==> src/rtl/board_reset_seq.sv <==
// Board reset sequencer: PCIe npor + PLL lock hold, memory calibration wait, run/fault status LEDs.
// Latency: 2-cycle input synchronizers, outputs registered from next state; no backpressure (free-running).
module board_reset_seq #(
  parameter int         HOLD_CYCLES = 1024,
  parameter int         CAL_TIMEOUT = 16777216,
  parameter logic [5:0] MEM_MASK    = 6'h3F,
  parameter int         HB_DIV      = 25000000
) (
  input  logic       clk_clk,
  input  logic       reset_reset,
  input  logic       pcie_npor_n,
  input  logic       pll_locked,
  input  logic [5:0] cal_success,
  input  logic [5:0] cal_fail,
  output logic       global_reset_n,
  output logic       kernel_reset_n,
  output logic [7:0] leds,
  output logic [2:0] state
);

  localparam int MAX_HC  = (HOLD_CYCLES > CAL_TIMEOUT) ? HOLD_CYCLES : CAL_TIMEOUT;
  localparam int MAX_ALL = (MAX_HC > HB_DIV) ? MAX_HC : HB_DIV;
  localparam int CNT_W   = (MAX_ALL > 1) ? $clog2(MAX_ALL) : 1;

  localparam logic [CNT_W-1:0] HOLD_LAST = CNT_W'(HOLD_CYCLES - 1);
  localparam logic [CNT_W-1:0] CAL_LAST  = CNT_W'(CAL_TIMEOUT - 1);
  localparam logic [CNT_W-1:0] HB_LAST   = CNT_W'(HB_DIV - 1);
  localparam logic [CNT_W-1:0] CNT_ONE   = CNT_W'(1);

  typedef enum logic [2:0] {
    ST_RESET     = 3'd0,
    ST_WAIT_NPOR = 3'd1,
    ST_HOLD      = 3'd2,
    ST_WAIT_CAL  = 3'd3,
    ST_RUN       = 3'd4,
    ST_FAULT     = 3'd5
  } st_t;

  logic [13:0]      sync_q1;
  logic [13:0]      sync_q2;
  logic             npor_s;
  logic             locked_s;
  logic [5:0]       succ_s;
  logic [5:0]       fail_s;
  logic             link_ok;
  logic             mem_fail;
  logic             mem_ok;

  st_t              cur_st;
  st_t              st_nxt;
  logic [CNT_W-1:0] cnt;
  logic [CNT_W-1:0] cnt_nxt;
  logic [CNT_W-1:0] hb_cnt;
  logic [CNT_W-1:0] hb_cnt_nxt;
  logic             hb_nxt;

  always_ff @(posedge clk_clk) begin
    if (reset_reset) begin
      sync_q1 <= '0;
      sync_q2 <= '0;
    end else begin
      sync_q1 <= {pcie_npor_n, pll_locked, cal_success, cal_fail};
      sync_q2 <= sync_q1;
    end
  end

  assign npor_s   = sync_q2[13];
  assign locked_s = sync_q2[12];
  assign succ_s   = sync_q2[11:6];
  assign fail_s   = sync_q2[5:0];
  assign link_ok  = npor_s & locked_s;
  assign mem_fail = |(fail_s & MEM_MASK);
  assign mem_ok   = ((succ_s & MEM_MASK) == MEM_MASK);

  // Link loss outranks every other exit from WAIT_CAL and RUN.
  always_comb begin
    st_nxt  = cur_st;
    cnt_nxt = '0;
    case (cur_st)
      ST_RESET:     st_nxt = ST_WAIT_NPOR;
      ST_WAIT_NPOR: if (link_ok) st_nxt = ST_HOLD;
      ST_HOLD: begin
        if (!link_ok)              st_nxt = ST_WAIT_NPOR;
        else if (cnt == HOLD_LAST) st_nxt = ST_WAIT_CAL;
        else                       cnt_nxt = cnt + CNT_ONE;
      end
      ST_WAIT_CAL: begin
        if (!link_ok)             st_nxt = ST_WAIT_NPOR;
        else if (mem_fail)        st_nxt = ST_FAULT;
        else if (mem_ok)          st_nxt = ST_RUN;
        else if (cnt == CAL_LAST) st_nxt = ST_FAULT;
        else                      cnt_nxt = cnt + CNT_ONE;
      end
      ST_RUN: begin
        if (!link_ok)      st_nxt = ST_WAIT_NPOR;
        else if (mem_fail) st_nxt = ST_FAULT;
      end
      ST_FAULT:     if (!npor_s) st_nxt = ST_WAIT_NPOR;
      default:      st_nxt = ST_RESET;
    endcase
  end

  // Heartbeat restarts low on every RUN entry; leds[6] doubles as its state bit.
  always_comb begin
    hb_cnt_nxt = '0;
    hb_nxt     = 1'b0;
    if (st_nxt == ST_RUN && cur_st == ST_RUN) begin
      if (hb_cnt == HB_LAST) begin
        hb_nxt = ~leds[6];
      end else begin
        hb_cnt_nxt = hb_cnt + CNT_ONE;
        hb_nxt     = leds[6];
      end
    end
  end

  always_ff @(posedge clk_clk) begin
    if (reset_reset) begin
      cur_st         <= ST_RESET;
      cnt            <= '0;
      hb_cnt         <= '0;
      global_reset_n <= 1'b0;
      kernel_reset_n <= 1'b0;
      leds           <= '0;
    end else begin
      cur_st         <= st_nxt;
      cnt            <= cnt_nxt;
      hb_cnt         <= hb_cnt_nxt;
      global_reset_n <= (st_nxt inside {ST_WAIT_CAL, ST_RUN, ST_FAULT});
      kernel_reset_n <= (st_nxt == ST_RUN);
      leds[7]        <= (st_nxt == ST_FAULT);
      leds[6]        <= hb_nxt;
      leds[5:0]      <= (st_nxt == ST_RESET) ? 6'h00 : (succ_s & MEM_MASK);
    end
  end

  assign state = cur_st;

endmodule

==> config.mk <==
export PLATFORM = sky130hd
export DESIGN_NAME = board_reset_seq
export DESIGN_NICKNAME = d
export VERILOG_FILES = /design/src/rtl/board_reset_seq.sv
export SDC_FILE = /design/constraint.sdc
export NUM_CORES = 1
export LEC_CHECK = 0
export BUFFER_PORTS_ARGS = -buffer_cell sky130_fd_sc_hd__buf_2
export CORE_ASPECT_RATIO = 0.9
export CORE_MARGIN = 3
export CORE_UTILIZATION = 53
export CTS_CLUSTER_DIAMETER = 80
export CTS_CLUSTER_SIZE = 12
export DETAILED_ROUTE_END_ITERATION = 12
export GPL_ROUTABILITY_DRIVEN = 1
export PLACE_DENSITY = 0.75
export SYNTH_ARGS = -nofsm -noshare
export SYNTH_HDL_FRONTEND = slang
export SYNTH_SLANG_ARGS = --single-unit
export TNS_END_PERCENT = 30
==> constraint.sdc <==
create_clock -name clk_clk -period 1.7 [get_ports clk_clk]
set_input_delay 0.17 -clock clk_clk [delete_from_list [all_inputs] [get_ports clk_clk]]
set_output_delay 0.17 -clock clk_clk [all_outputs]
set_load 0.05 [all_outputs]
---- After elaboration in Yosys (flattened, before gate mapping) ----
Index checks and enable logic that the tools add are counted.
storage, ports and cells
  register bits ........................... 91
  bits of input ports ..................... 16
  output and inout port bits .............. 13
  logic and storage cells ................. 53
cells by class
  add/sub/neg operators ................... 2
  eq/ne operators ......................... 12
  muxes and demuxes ....................... 18
  bitwise gates (word level) .............. 3
  reductions and logical operators ........ 8
operators with widths
  operator                 count
  $mux W25                 6
  $add A25 B1 Y25 const B  2
  $pmux W25 S2             1
  $mux W3                  10
  $eq A25 B10 Y1 const B   1
  $eq A25 B24 Y1 const B   1
  $eq A25 B25 Y1 const B   1
  $pmux W3 S6              1
  $eq A3 B3 Y1 const B     4
  $eq A3 B2 Y1 const B     3
  $eq A6 B6 Y1 const B     1
  $logic_not A3 Y1         2
  $reduce_or A6 Y1         1
  $reduce_or A2 Y1         2
  $eq A3 B1 Y1 const B     1
  $reduce_bool A3 Y1       1
  $reduce_or A3 Y1         1
  $not A1 Y1               2
  $and A1 B1 Y1            1
  $logic_and A1 B1 Y1      1

---- Depth between registers and ports, before layout ----
Gate-level depths: netlist (run 1).
  word-level depth ........................ 10
  gate-level depth with buffers ........... 8
  mapped depth without buffers ............ 6

---- Least setup slack after synthesis (run 1) ----
OpenSTA, ideal clock, no wires.
  kind .................................... register -> register
  start point ............................. reg cur_st[1], in the netlist state[1]
  end point ............................... reg hb_cnt[22]
  library setup time ...................... 0.062 ns
  arrival ................................. 2.074 ns
  data required time ...................... 1.638 ns
  setup slack ............................. -0.436 ns
  cell stages (with the launch flop) ...... 8
  path buffers ............................ 2
  clock period less this slack ............ 2.136 ns
  cell sequence ........................... dfxtp_1 > buf_2 > and3b_1 > o21ai_0 > a211o_1 > a2111o_2 > buf_6 > nor2_2
between the ends
  word-level cells in the longest chain between the ends .. 9
  elaborated cells between the ends (all ways) .. 21
  classes of those cells .................. eq/ne: 6; mux: 11; bitwise: 1; reduce/logical: 3
ends and longest elaborated chain
  element                              RTL line  RTL
  start, declared                      49        st_t cur_st;
  start signal, assigned               126       cur_st <= st_nxt;
  $mux W3                              91        else if (cnt == CAL_LAST) st_nxt = ST_FAULT;
  $mux W3                              90        else if (mem_ok) st_nxt = ST_RUN;
  $mux W3                              89        else if (mem_fail) st_nxt = ST_FAULT;
  $mux W3                              88        if (!link_ok) st_nxt = ST_WAIT_NPOR;
  $pmux W3 S6                          79        case (cur_st)
  $eq A3 B3 Y1                         107       if (st_nxt == ST_RUN && cur_st == ST_RUN) begin
  $logic_and A1 B1 Y1 *                107
  $not A1 Y1 (no source line) *        --
  $reduce_or A3 Y1 (no source line) *  --
  end signal, assigned                 128       hb_cnt <= hb_cnt_nxt;
  end, declared                        53        logic [CNT_W-1:0] hb_cnt;
Mark *: on every way between the ends. The rest lies on a longest branch, timed or not.
A chain may end at the register's enable or synchronous reset.

---- Final worst setup path (run 1) ----
  start point ............................. reg hb_cnt[7]
  end point ............................... reg hb_cnt[15]
between the ends
  word-level cells in the longest chain between the ends .. 2
  elaborated cells between the ends (all ways) .. 3
  classes of those cells .................. add/sub: 1; eq/ne: 1; reduce/logical: 1
ends and longest elaborated chain
  element
  branches (longest 2 deep; another with $add A25 B1 Y25)
Several ways; the timed one is not identified.

==> metrics.cfg, run 1 <==
[floorplanning]
io_pins=29
dieArea_mm2=0.00790
rows=28
die_h_um=84.6
start_util_pct=55.0
core_area_mm2=0.00662
die_width_um=93.3

[timing]
relSlewSlack_pct=69.3
setup_slack_ns=-0.167
tightest_slew_ns=0.457
drv_slew=0
rsz0062_at_grt=yes
setup_viol=56
period_share_pct=110
fmax_ghz=0.535
hold_viol_final=0
whs_ns=0.0167
skew_ns=0.0114
period_needed_ns=1.87

[grt]
grt_pass1_vias=2890
grtUsageTotal_pct=21.1
overflow=0
antenna_found_initial=0
grt_max_degree=24
grt_pass1_wl_mm=13.2

[pwr]
netSwitchingFraction_pct=24.2
p_leak_nw=1.93
ir_worst_vdd_v=0.000702
internal_power_mw=2.86
p_sw_uw=913
cellPowerDensity_mw_per_mm2=742
power_frac_seq_pct=57.7
clockPowerShare_pct=38.4
power_frac_comb_pct=4.0
p_total_mw=3.77

[synthesis]
synth_area_leader_cell=dfxtp_1
synthFlopType=dfxtp_1
synth.most_common_cell=dfxtp_1
synth_nets=405
ys_types=43
ys_seq_area_share_pct=50.1
ys_ff_latch=91
syn_inst=387
async_reset_ff_share_pct=0
synth_common_cells=dfxtp_1 (91), nor2_1 (47), nor2b_1 (32)
synth_top_cell_area_share_pct=50.1
synth_area_leaders=dfxtp_1 (50%), xor2_1 (6.0%), nor2b_1 (5.5%), xnor2_1 (5.1%), nor2_1 (4.8%)
yosys_warnings=0
syn_avg_cell_area_um2=9.40
synth_edf_count=0
syn-cell-area_mm2=0.00364

[placed_design]
place_congestion=0.800
dp_cells=560
post-dp-hpwl_mm=4.96
portBuffers=28

[clock_network]
cts_sinks=91
tritoncts=built
cts_buffers=9
cts_root_buf=clkbuf_8
worstSkewPairLatency_ns=0.36
htree_levels=3
path_clk_slew_ns=0.10
cts_buffer_depth=2

[critical_path]
cp_slowest_cell=nor4b_1
crit_path_max_fanout=8
worst-setup-path-type=flop to flop
critical_path.cell_chain=nor4b_1 -> nand3_1 -> nor4_2 -> buf_4 -> a2111o_2 -> clkbuf_16 -> nor2_4
crit_required_ns=1.96
arrival_ns=2.12
critPathBufInv=2
crit_path_max_incr_delay_ns=0.37
worstSetupEndpointType=flop
cp-start-kind=flop
path_delay_family=simple AND/OR/NAND/NOR gates

[layout]
drive_above_1_share_pct=37.5
syn2layout_area_growth_pct=39.6
instances_no_fill=600
antenna_cells=0
fillers=421
nNetsFinal=523
fin_util_pct=76.7

[status]
violations=negative setup slack
status=finished with violations

[route]
viasPerCell=5.19
drtPass1Iterations=4
drt-total-wl_mm=8.64
wl_per_cell_um=14.4
drtIter0Drc=112
vias=3113
drc=0
ant_nets=0

[worst_hold_path]
worstHoldPathType=input pin to flop

[flow_run]
cap_violations=0

timing repair:
item                                    in CTS  in global routing
hold buffers                                 8                  3
gates resized for setup                     19                 43
endpoints found under the setup margin      54                 57
pin swaps                                    5                 32
endpoints found under the hold margin        8                  3
gates cloned                                 1                  1
buffers inserted                             3                 10
power by group through the flow:
stage,sequential (mW),combinational (mW),clock [mW]
final,2.17,0.151,1.45
after global routing,2.18,0.163,1.57
after CTS,2.17,0.123,1.47
after detailed placement,2.22,0.106,0
after global placement,2.22,0.104,0
after floorplan,2.24,0.0470,0
layout by cell type, fill, tap and decap left out, types with 11 or more instances in the layout:
cell	Yosys	layout
nand3_1	23	22
nor2b_1	32	29
dfxtp_1	91	78
buf_2	3	28
buf_4	3	72
dfxtp_2	0	11
xnor2_1	21	21
dlygate4sd3_1	0	11
xor2_1	25	25
nor2_1	47	43
nor2_2	20	16
nand2_1	18	18
nand4_1	11	11
inv_1	12	12
worst paths after layout:
check                 to           start  slack (ns)  cells past startpoint
max           hb_cnt[15]       hb_cnt[7]       -0.17                      7
max reg2reg   hb_cnt[15]       hb_cnt[7]       -0.17                      7
min reg2reg  sync_q2[11]     sync_q1[11]        0.44                      1
min           sync_q1[9]  cal_success[3]        0.02                      2
worst register-to-register path, delay by kind of cell (launching register included):
family | cells | cell delay [ns]
flops | 1 | 0.34
compound gates | 1 | 0.18
buf+inv | 2 | 0.38
simple gates | 4 | 0.86
stage by stage:
step	setup WS, ns	TNS (ns)	cell area, µm²
2_1_floorplan	-0.0987	-3.65	3670
3_3_place_gp	-0.0880	-3.88	4370
3_5_place_dp	-0.125	-4.89	4370
4_1_cts	-0.113	-3.38	4800
5_1_grt	-0.298	-11.43	5080
6_report	-0.167	-6.36	5080
layout make-up:
class,instances,area (µm²),area share [%]
multi-input cells,272,1960,38.5
flip-flops and latches,91,1840,36.3
repair buffers,119,921,18.1
clock buffers,10,138,2.71
well taps,90,113,2.22
clock inverters,6,65.1,1.28
inverters,12,45.0,0.886
sequential cells by signal, summed over array words and instances (netlist names):
signal and cells:
kernel_reset_n 1, hb_cnt 25, sync_q1 14, cnt 25
leds 8, state 3, sync_q2 14, global_reset_n 1
metal layers:
metal	global-route usage (%)	vias up	routed length (µm)
met2	34.5	85	4350
met3	6.54	8	461
li1	-	1551	-
met5	0	-	0
met1	27.3	1469	3740
met4	4.66	0	88
kinds of logic after synthesis:
kind of cell             synth area share, %
buffers and inverters                   3.30
AND/OR/NAND/NOR                         30.4
AO/OA/AOI/OAI                           4.47
XOR/XNOR                                11.1
flip-flops                              50.1
adder cells (fa/ha/maj)                0.688
(Power assumes the default switching activity.)
==> run 2: changes to the inputs <==
--- a/config.mk
+++ b/config.mk
@@ -14,5 +14,5 @@
 export DETAILED_ROUTE_END_ITERATION = 12
 export GPL_ROUTABILITY_DRIVEN = 1
-export PLACE_DENSITY = 0.75
+export PLACE_DENSITY = 0.76
 export SYNTH_ARGS = -nofsm -noshare
 export SYNTH_HDL_FRONTEND = slang
==> constraint.sdc (replaced) <==
create_clock -name clk_clk -period 1.7 [get_ports clk_clk]
set_input_delay 0.34 -clock clk_clk [delete_from_list [all_inputs] [get_ports clk_clk]]
set_output_delay 0.34 -clock clk_clk [all_outputs]
set_load 0.05 [all_outputs]
==> run 2 against run 1 <==
The run still ends with negative setup slack left. Final cell count shrank 2.3%. Combinational power shrank 21%. Global-route usage grew 0.93 points. Critical path depth grew 1. Clock power is essentially flat. Worst setup slack lost 0.057 ns. Largest cell class unchanged. Cell area shrank 2.2%. Flip-flop and latch count is the same. First-iteration DRC count grew 110%. Register-to-register slack lost 0.06 ns. Sequential share of layout area grew 0.86 points.
==> metrics.cfg, run 2 (synthesis gave the netlist of run 1 again) <==
[timing]
whs_ns=0.179  ; +0.162 ns
fin_tns_setup_ns=-9.22  ; -2.87 ns
drv_slew=0  ; unchanged
rsz0062_at_grt=yes
period_share_pct=113  ; +3.3 points
skew_ns=0.0103  ; -0.00103 ns
relSlewSlack_pct=67.1  ; -2.2 points
setup_slack_ns=-0.224  ; -0.0567 ns
period_needed_ns=1.92  ; +0.0567 ns
tightest_slew_ns=0.492  ; +0.0354 ns
fmax_ghz=0.520  ; -2.9%
hold_viol_final=0  ; unchanged
setup_viol=55  ; -1.8%

[grt]
grt_max_degree=20  ; -17%
grt_pass1_vias=3083  ; +6.7%
antenna_found_initial=0  ; unchanged
grtUsageTotal_pct=22.0  ; +0.93 points
grt_pass1_wl_mm=14.1  ; +6.8%
overflow=0  ; unchanged

[critical_path]
worst-setup-path-type=flop to flop
r2r_start=cnt[8]
ff2ff_setup_slack_ns=-0.22  ; -0.06 ns
reg2regPathDepth=8  ; +1
crit_required_ns=1.96  ; about the same
cp-start-kind=flop
arrival_ns=2.19  ; +0.07 ns
r2r_end=cnt[21]
crit_path_max_fanout=6  ; -2
worstSetupEndpointType=flop

[placed_design]
portBuffers=28  ; unchanged
place_congestion=0.861  ; +7.6%
dp_cells=557  ; -0.54%
place_ws_ns=-0.139  ; -0.0137 ns
place_area_mm2=0.00434  ; -0.80%
post-dp-hpwl_mm=4.96  ; about the same

[route]
drc=0  ; unchanged
drtIter0Drc=234  ; +110%
viasPerCell=5.43  ; +4.7%
drt-total-wl_mm=9.30  ; +7.6%
drtPass1Iterations=5  ; +1
vias=3183  ; +2.2%
wl_per_cell_um=15.9  ; +10%
ant_nets=0  ; unchanged

[floorplanning]
die_h_um=84.6  ; unchanged
die_width_um=93.3  ; unchanged
dieArea_mm2=0.00790  ; unchanged
io_pins=29  ; unchanged
start_util_pct=55.0  ; unchanged
rows=28  ; unchanged
core_area_mm2=0.00662  ; unchanged

[pwr]
p_sw_uw=944  ; +3.4%
power_frac_seq_pct=58.0  ; +0.3 points
power_frac_comb_pct=3.2  ; -0.8 points
ir_worst_vdd_v=0.000966  ; +38%
cellPowerDensity_mw_per_mm2=754  ; +1.7%
internal_power_mw=2.80  ; -1.9%
p_total_mw=3.75  ; -0.61%
netSwitchingFraction_pct=25.2  ; +0.97 points
clockPowerShare_pct=38.8  ; +0.4 points
p_leak_nw=1.89  ; -2.2%

[clock_network]
path_clk_slew_ns=0.10  ; about the same
cts_buffers=9  ; unchanged
worstSkewPairLatency_ns=0.36  ; about the same
cts_sinks=91  ; unchanged
hold_buffers=0  ; -8
htree_levels=3  ; unchanged
tritoncts=built
cts_root_buf=clkbuf_8
cts_buffer_depth=2  ; unchanged

[layout]
fin_util_pct=75.0  ; -1.7 points
final_common_cell=dfxtp_1
design_area_mm2=0.00497  ; -2.2%
nNetsFinal=509  ; -2.7%
final_cell_mix=dfxtp_1 (77), buf_4 (64), nor2_1 (38)
antenna_cells=0  ; unchanged
drive_above_1_share_pct=38.9  ; +1.5 points
syn2layout_area_growth_pct=36.5
top_regs=cnt x25, hb_cnt x25
instances_no_fill=586  ; -2.3%
fillers=434  ; +3.1%

[status]
status=finished with violations
violations=negative setup slack

[worst_hold_path]
worstHoldStart=pll_locked
worstHoldPathType=input pin to flop
hold_path_end=sync_q1[12]
holdPathStages=2  ; unchanged

[flow_run]
cap_violations=0  ; unchanged

[run 2: cell types whose count changed in the layout (fill, tap and decap cells not counted), moves of 4 or more]
cell           delta
nor2_2            +7
nor2_1            -5
buf_6             +4
dlygate4sd3_1    -11
buf_4             -8
[run 2: layout make-up]
type | instances | area, µm² | area share [%]
sequential | 91 | 1840 | 37.1
multi-input combinational | 272 | 1940 | 39.0
inverter | 12 | 45.0 | 0.907
clock inverter | 7 | 81.3 | 1.64
timing repair buffer | 105 | 823 | 16.6
tap | 90 | 113 | 2.27
clock buffer | 9 | 124 | 2.49
[run 2: how the worst max path moves through the flow]
stage,endpoint,depth (start not counted),slack [ns],start
2_1_floorplan,hb_cnt[22],7,-0.1,state[1]
3_3_place_gp,cnt[19],7,-0.12,cnt[20]
3_5_place_dp,hb_cnt[3],7,-0.14,cnt[1]
4_1_cts,leds[6],6,-0.13,cnt[4]
5_1_grt,cnt[10],8,-0.26,cnt[21]
6_report,cnt[21],8,-0.22,cnt[8]
[run 2: power by group through the flow]
stage,sequential [mW],combinational (mW),clock [mW]
2_1_floorplan,2.24,0.0470,0
3_3_place_gp,2.22,0.103,0
3_5_place_dp,2.22,0.106,0
4_1_cts,2.17,0.113,1.49
5_1_grt,2.18,0.129,1.59
6_report,2.17,0.119,1.46
[run 2: what timing repair did]
action / CTS / global route
setup buffers: 6 / 6
resized for setup: 44 / 27
setup endpoints to repair: 52 / 55
pin swaps: 12 / 9
cloned: 2 / 1
[run 2: metal layers]
| metal | GRT usage (%) | wire, µm | up-vias |
|---|---|---|---|
| met2 | 39.5 | 4720 | 141 |
| li1 | - | - | 1514 |
| met5 | 0 | 0 | - |
| met4 | 5.33 | 319 | 0 |
| met3 | 5.56 | 612 | 41 |
| met1 | 26.1 | 3650 | 1487 |
[run 2: worst max-delay path, cell delays in order (launching register included)]
cell,delay (ns)
dfxtp_2,0.35
buf_6,0.11
nor4bb_4,0.29
nand4_1,0.22
nor2b_4,0.20
o31ai_4,0.29
buf_6,0.17
buf_12,0.14
nor2_1,0.05
==> run 3: changes to the inputs <==
- CORE_UTILIZATION: 53 -> 60
- PLACE_DENSITY: 0.76 -> 0.81
- SETUP_SLACK_MARGIN: not set -> 0.2
- clock period: 1.7 -> 2.5 ns (I/O delays scaled with it)
==> run 3 against run 2 <==
The flow now finishes without violations. Flip-flop and latch count unchanged. Sequential share of layout area up 8.0 points. Core utilization down 4.9 points. Via count down 19%. Power is 31% lower. Worst setup slack better by 0.53 ns. Critical path type unchanged. Largest cell class is now flip-flops and latches. Highest routed layer unchanged.
==> metrics.cfg, run 3 (synthesis gave the netlist of run 1 again) <==
[route]
vias=2572  ; -19%
drc=0  ; unchanged
drtPass1Iterations=4  ; -1
drt-total-wl_mm=6.09  ; -35%
drtIter0Drc=119  ; -49%
viasPerCell=5.21  ; -4.1%
wl_per_cell_um=12.3  ; -22%
ant_nets=0  ; unchanged

[critical_path]
ff2ff_setup_slack_ns=0.31  ; +0.53 ns
crit_path_max_fanout=25  ; +19
arrival_ns=2.42  ; +0.23 ns
r2r_start=hb_cnt[18]
r2r_end=hb_cnt[3]
crit_required_ns=2.73  ; +0.77 ns
worst-setup-path-type=flop to flop
cp-start-kind=flop
endpoint=hb_cnt[3]
worstSetupEndpointType=flop
startpoint=hb_cnt[18]
reg2regPathDepth=5  ; -3

[pwr]
cellPowerDensity_mw_per_mm2=638  ; -15%
internal_power_mw=2.01  ; -28%
p_sw_uw=569  ; -40%
p_leak_nw=1.43  ; -24%
p_total_mw=2.58  ; -31%
clockPowerShare_pct=40.0  ; +1.2 points
ir_worst_vdd_v=0.000601  ; -38%
netSwitchingFraction_pct=22.1  ; -3.1 points
power_frac_comb_pct=2.6  ; -0.6 points
power_frac_seq_pct=57.4  ; -0.6 points

[layout]
final_cell_mix=dfxtp_1 (91), nor2_1 (47), nor2b_1 (32)
fillers=429  ; -1.2%
syn2layout_area_growth_pct=11.0
top_regs=cnt x25, hb_cnt x25
instances_no_fill=494  ; -16%
nNetsFinal=437  ; -14%
final_common_cell=dfxtp_1
drive_above_1_share_pct=17.2  ; -22 points
seqCellArea_mm2=0.00182  ; -1.2%
antenna_cells=0  ; unchanged
multi_input_area_mm2=0.00170  ; -12%

[clock_network]
worstSkewPairLatency_ns=0.36  ; about the same
cts_buffer_depth=2  ; unchanged
cts_sinks=91  ; unchanged
cts_setup_buffers=0  ; -6
hold_buffers=0  ; unchanged
post_cts_resize_count=0  ; -100%
cts_buffers=9  ; unchanged
path_clk_slew_ns=0.09  ; about the same
tritoncts=built
cts_root_buf=clkbuf_8
htree_levels=3  ; unchanged

[flow_run]
cap_violations=0  ; unchanged

[timing]
fmax_ghz=0.456  ; -12%
drv_slew=0  ; unchanged
period_share_pct=87.6  ; -26 points
fin_tns_setup_ns=0  ; +9.22 ns
whs_ns=0.338  ; +0.159 ns
setup_slack_ns=0.309  ; +0.533 ns
setup_viol=0  ; -100%
tightest_slew_ns=0.752  ; +0.260 ns
rsz0062_at_grt=yes
skew_ns=0.0101  ; -0.000214 ns
hold_viol_final=0  ; unchanged
relSlewSlack_pct=49.7  ; -17 points
period_needed_ns=2.19  ; +0.267 ns

[grt]
grtUsageTotal_pct=19.5  ; -2.5 points
grt_max_degree=33  ; +65%
overflow=0  ; unchanged
grt_pass1_wl_mm=10.7  ; -24%
grt_pass1_vias=2420  ; -22%
antenna_found_initial=0  ; unchanged

[floorplanning]
start_util_pct=63.2  ; +8.2 points
core_area_mm2=0.00576  ; -13%
die_width_um=88.1  ; -5.6%
rows=26  ; -7.1%
io_pins=29  ; unchanged
die_h_um=79.9  ; -5.6%
dieArea_mm2=0.00704  ; -11%

[placed_design]
dp_cells=478  ; -14%
place_congestion=0.780  ; -9.5%
portBuffers=28  ; unchanged
place_ws_ns=0.305  ; +0.444 ns
post-dp-hpwl_mm=4.14  ; -17%

[worst_hold_path]
worstHoldPathType=input pin to flop
holdPathStages=2  ; unchanged

[status]
status=completed

[run 3: changes by cell type in the layout (fill, tap and decap cells not counted), moves of 3 or more]
cell	change
nor4_2	-4
nor2_2	-3
nor2_1	+9
inv_6	+5
buf_12	-3
dfxtp_2	-12
buf_6	-8
inv_8	-3
dfxtp_1	+14
nor2_4	-6
buf_4	-59
nor4_1	+6
[run 3: worst max-delay path, cell delays in order, from the launching register on]
cell      delay [ns]
dfxtp_1         0.40
nand3_1         0.13
or3_1           0.37
nor4_1          0.45
a2111o_2        0.59
nor2_1          0.12
[run 3: cell type report]
cell class	count	area share, %
clock buffers	10	3.41
flip-flops and latches	91	45.1
repair buffers	33	4.40
clock inverters	6	1.83
inverters	12	1.11
multi-input cells	272	42.0
well taps	70	2.17
[run 3: routing by layer]
layer	vias to the layer above	routed length (µm)	GRT usage, %
li1	1365	-	-
met1	1153	2900	25.2
met2	46	2830	30.8
met3	8	282	6.71
met4	0	72	6.04
met5	-	0	0
[run 3: worst min-delay path by stage]
stage,startpoint,to,slack (ns)
after CTS,cal_fail[1],sync_q1[1],0.32
after detailed placement,sync_q1[7],sync_q2[7],0.42
final,cal_fail[1],sync_q1[1],0.34
after global routing,cal_success[5],sync_q1[11],0.32
after floorplan,sync_q1[0],sync_q2[0],0.41
after global placement,sync_q1[3],sync_q2[3],0.42
[run 3: stage by stage]
| step | area, µm² | util [%] |
|---|---|---|
| floorplan | 3640 | - |
| global placement | 3830 | 66.5 |
| detailed placement | 3830 | 66.5 |
| CTS | 4040 | 70.2 |
| global route | 4040 | 70.2 |
| finish | 4040 | 70.2 |
[run 3: power groups by stage]
| stage | Combinational, mW | Clock [mW] | Sequential (mW) |
|---|---|---|---|
| floorplan | 0.0319 | 0 | 1.53 |
| global placement | 0.0664 | 0 | 1.51 |
| detailed placement | 0.0677 | 0 | 1.51 |
| CTS | 0.0680 | 1.06 | 1.48 |
| global route | 0.0749 | 1.13 | 1.48 |
| finish | 0.0674 | 1.03 | 1.48 |
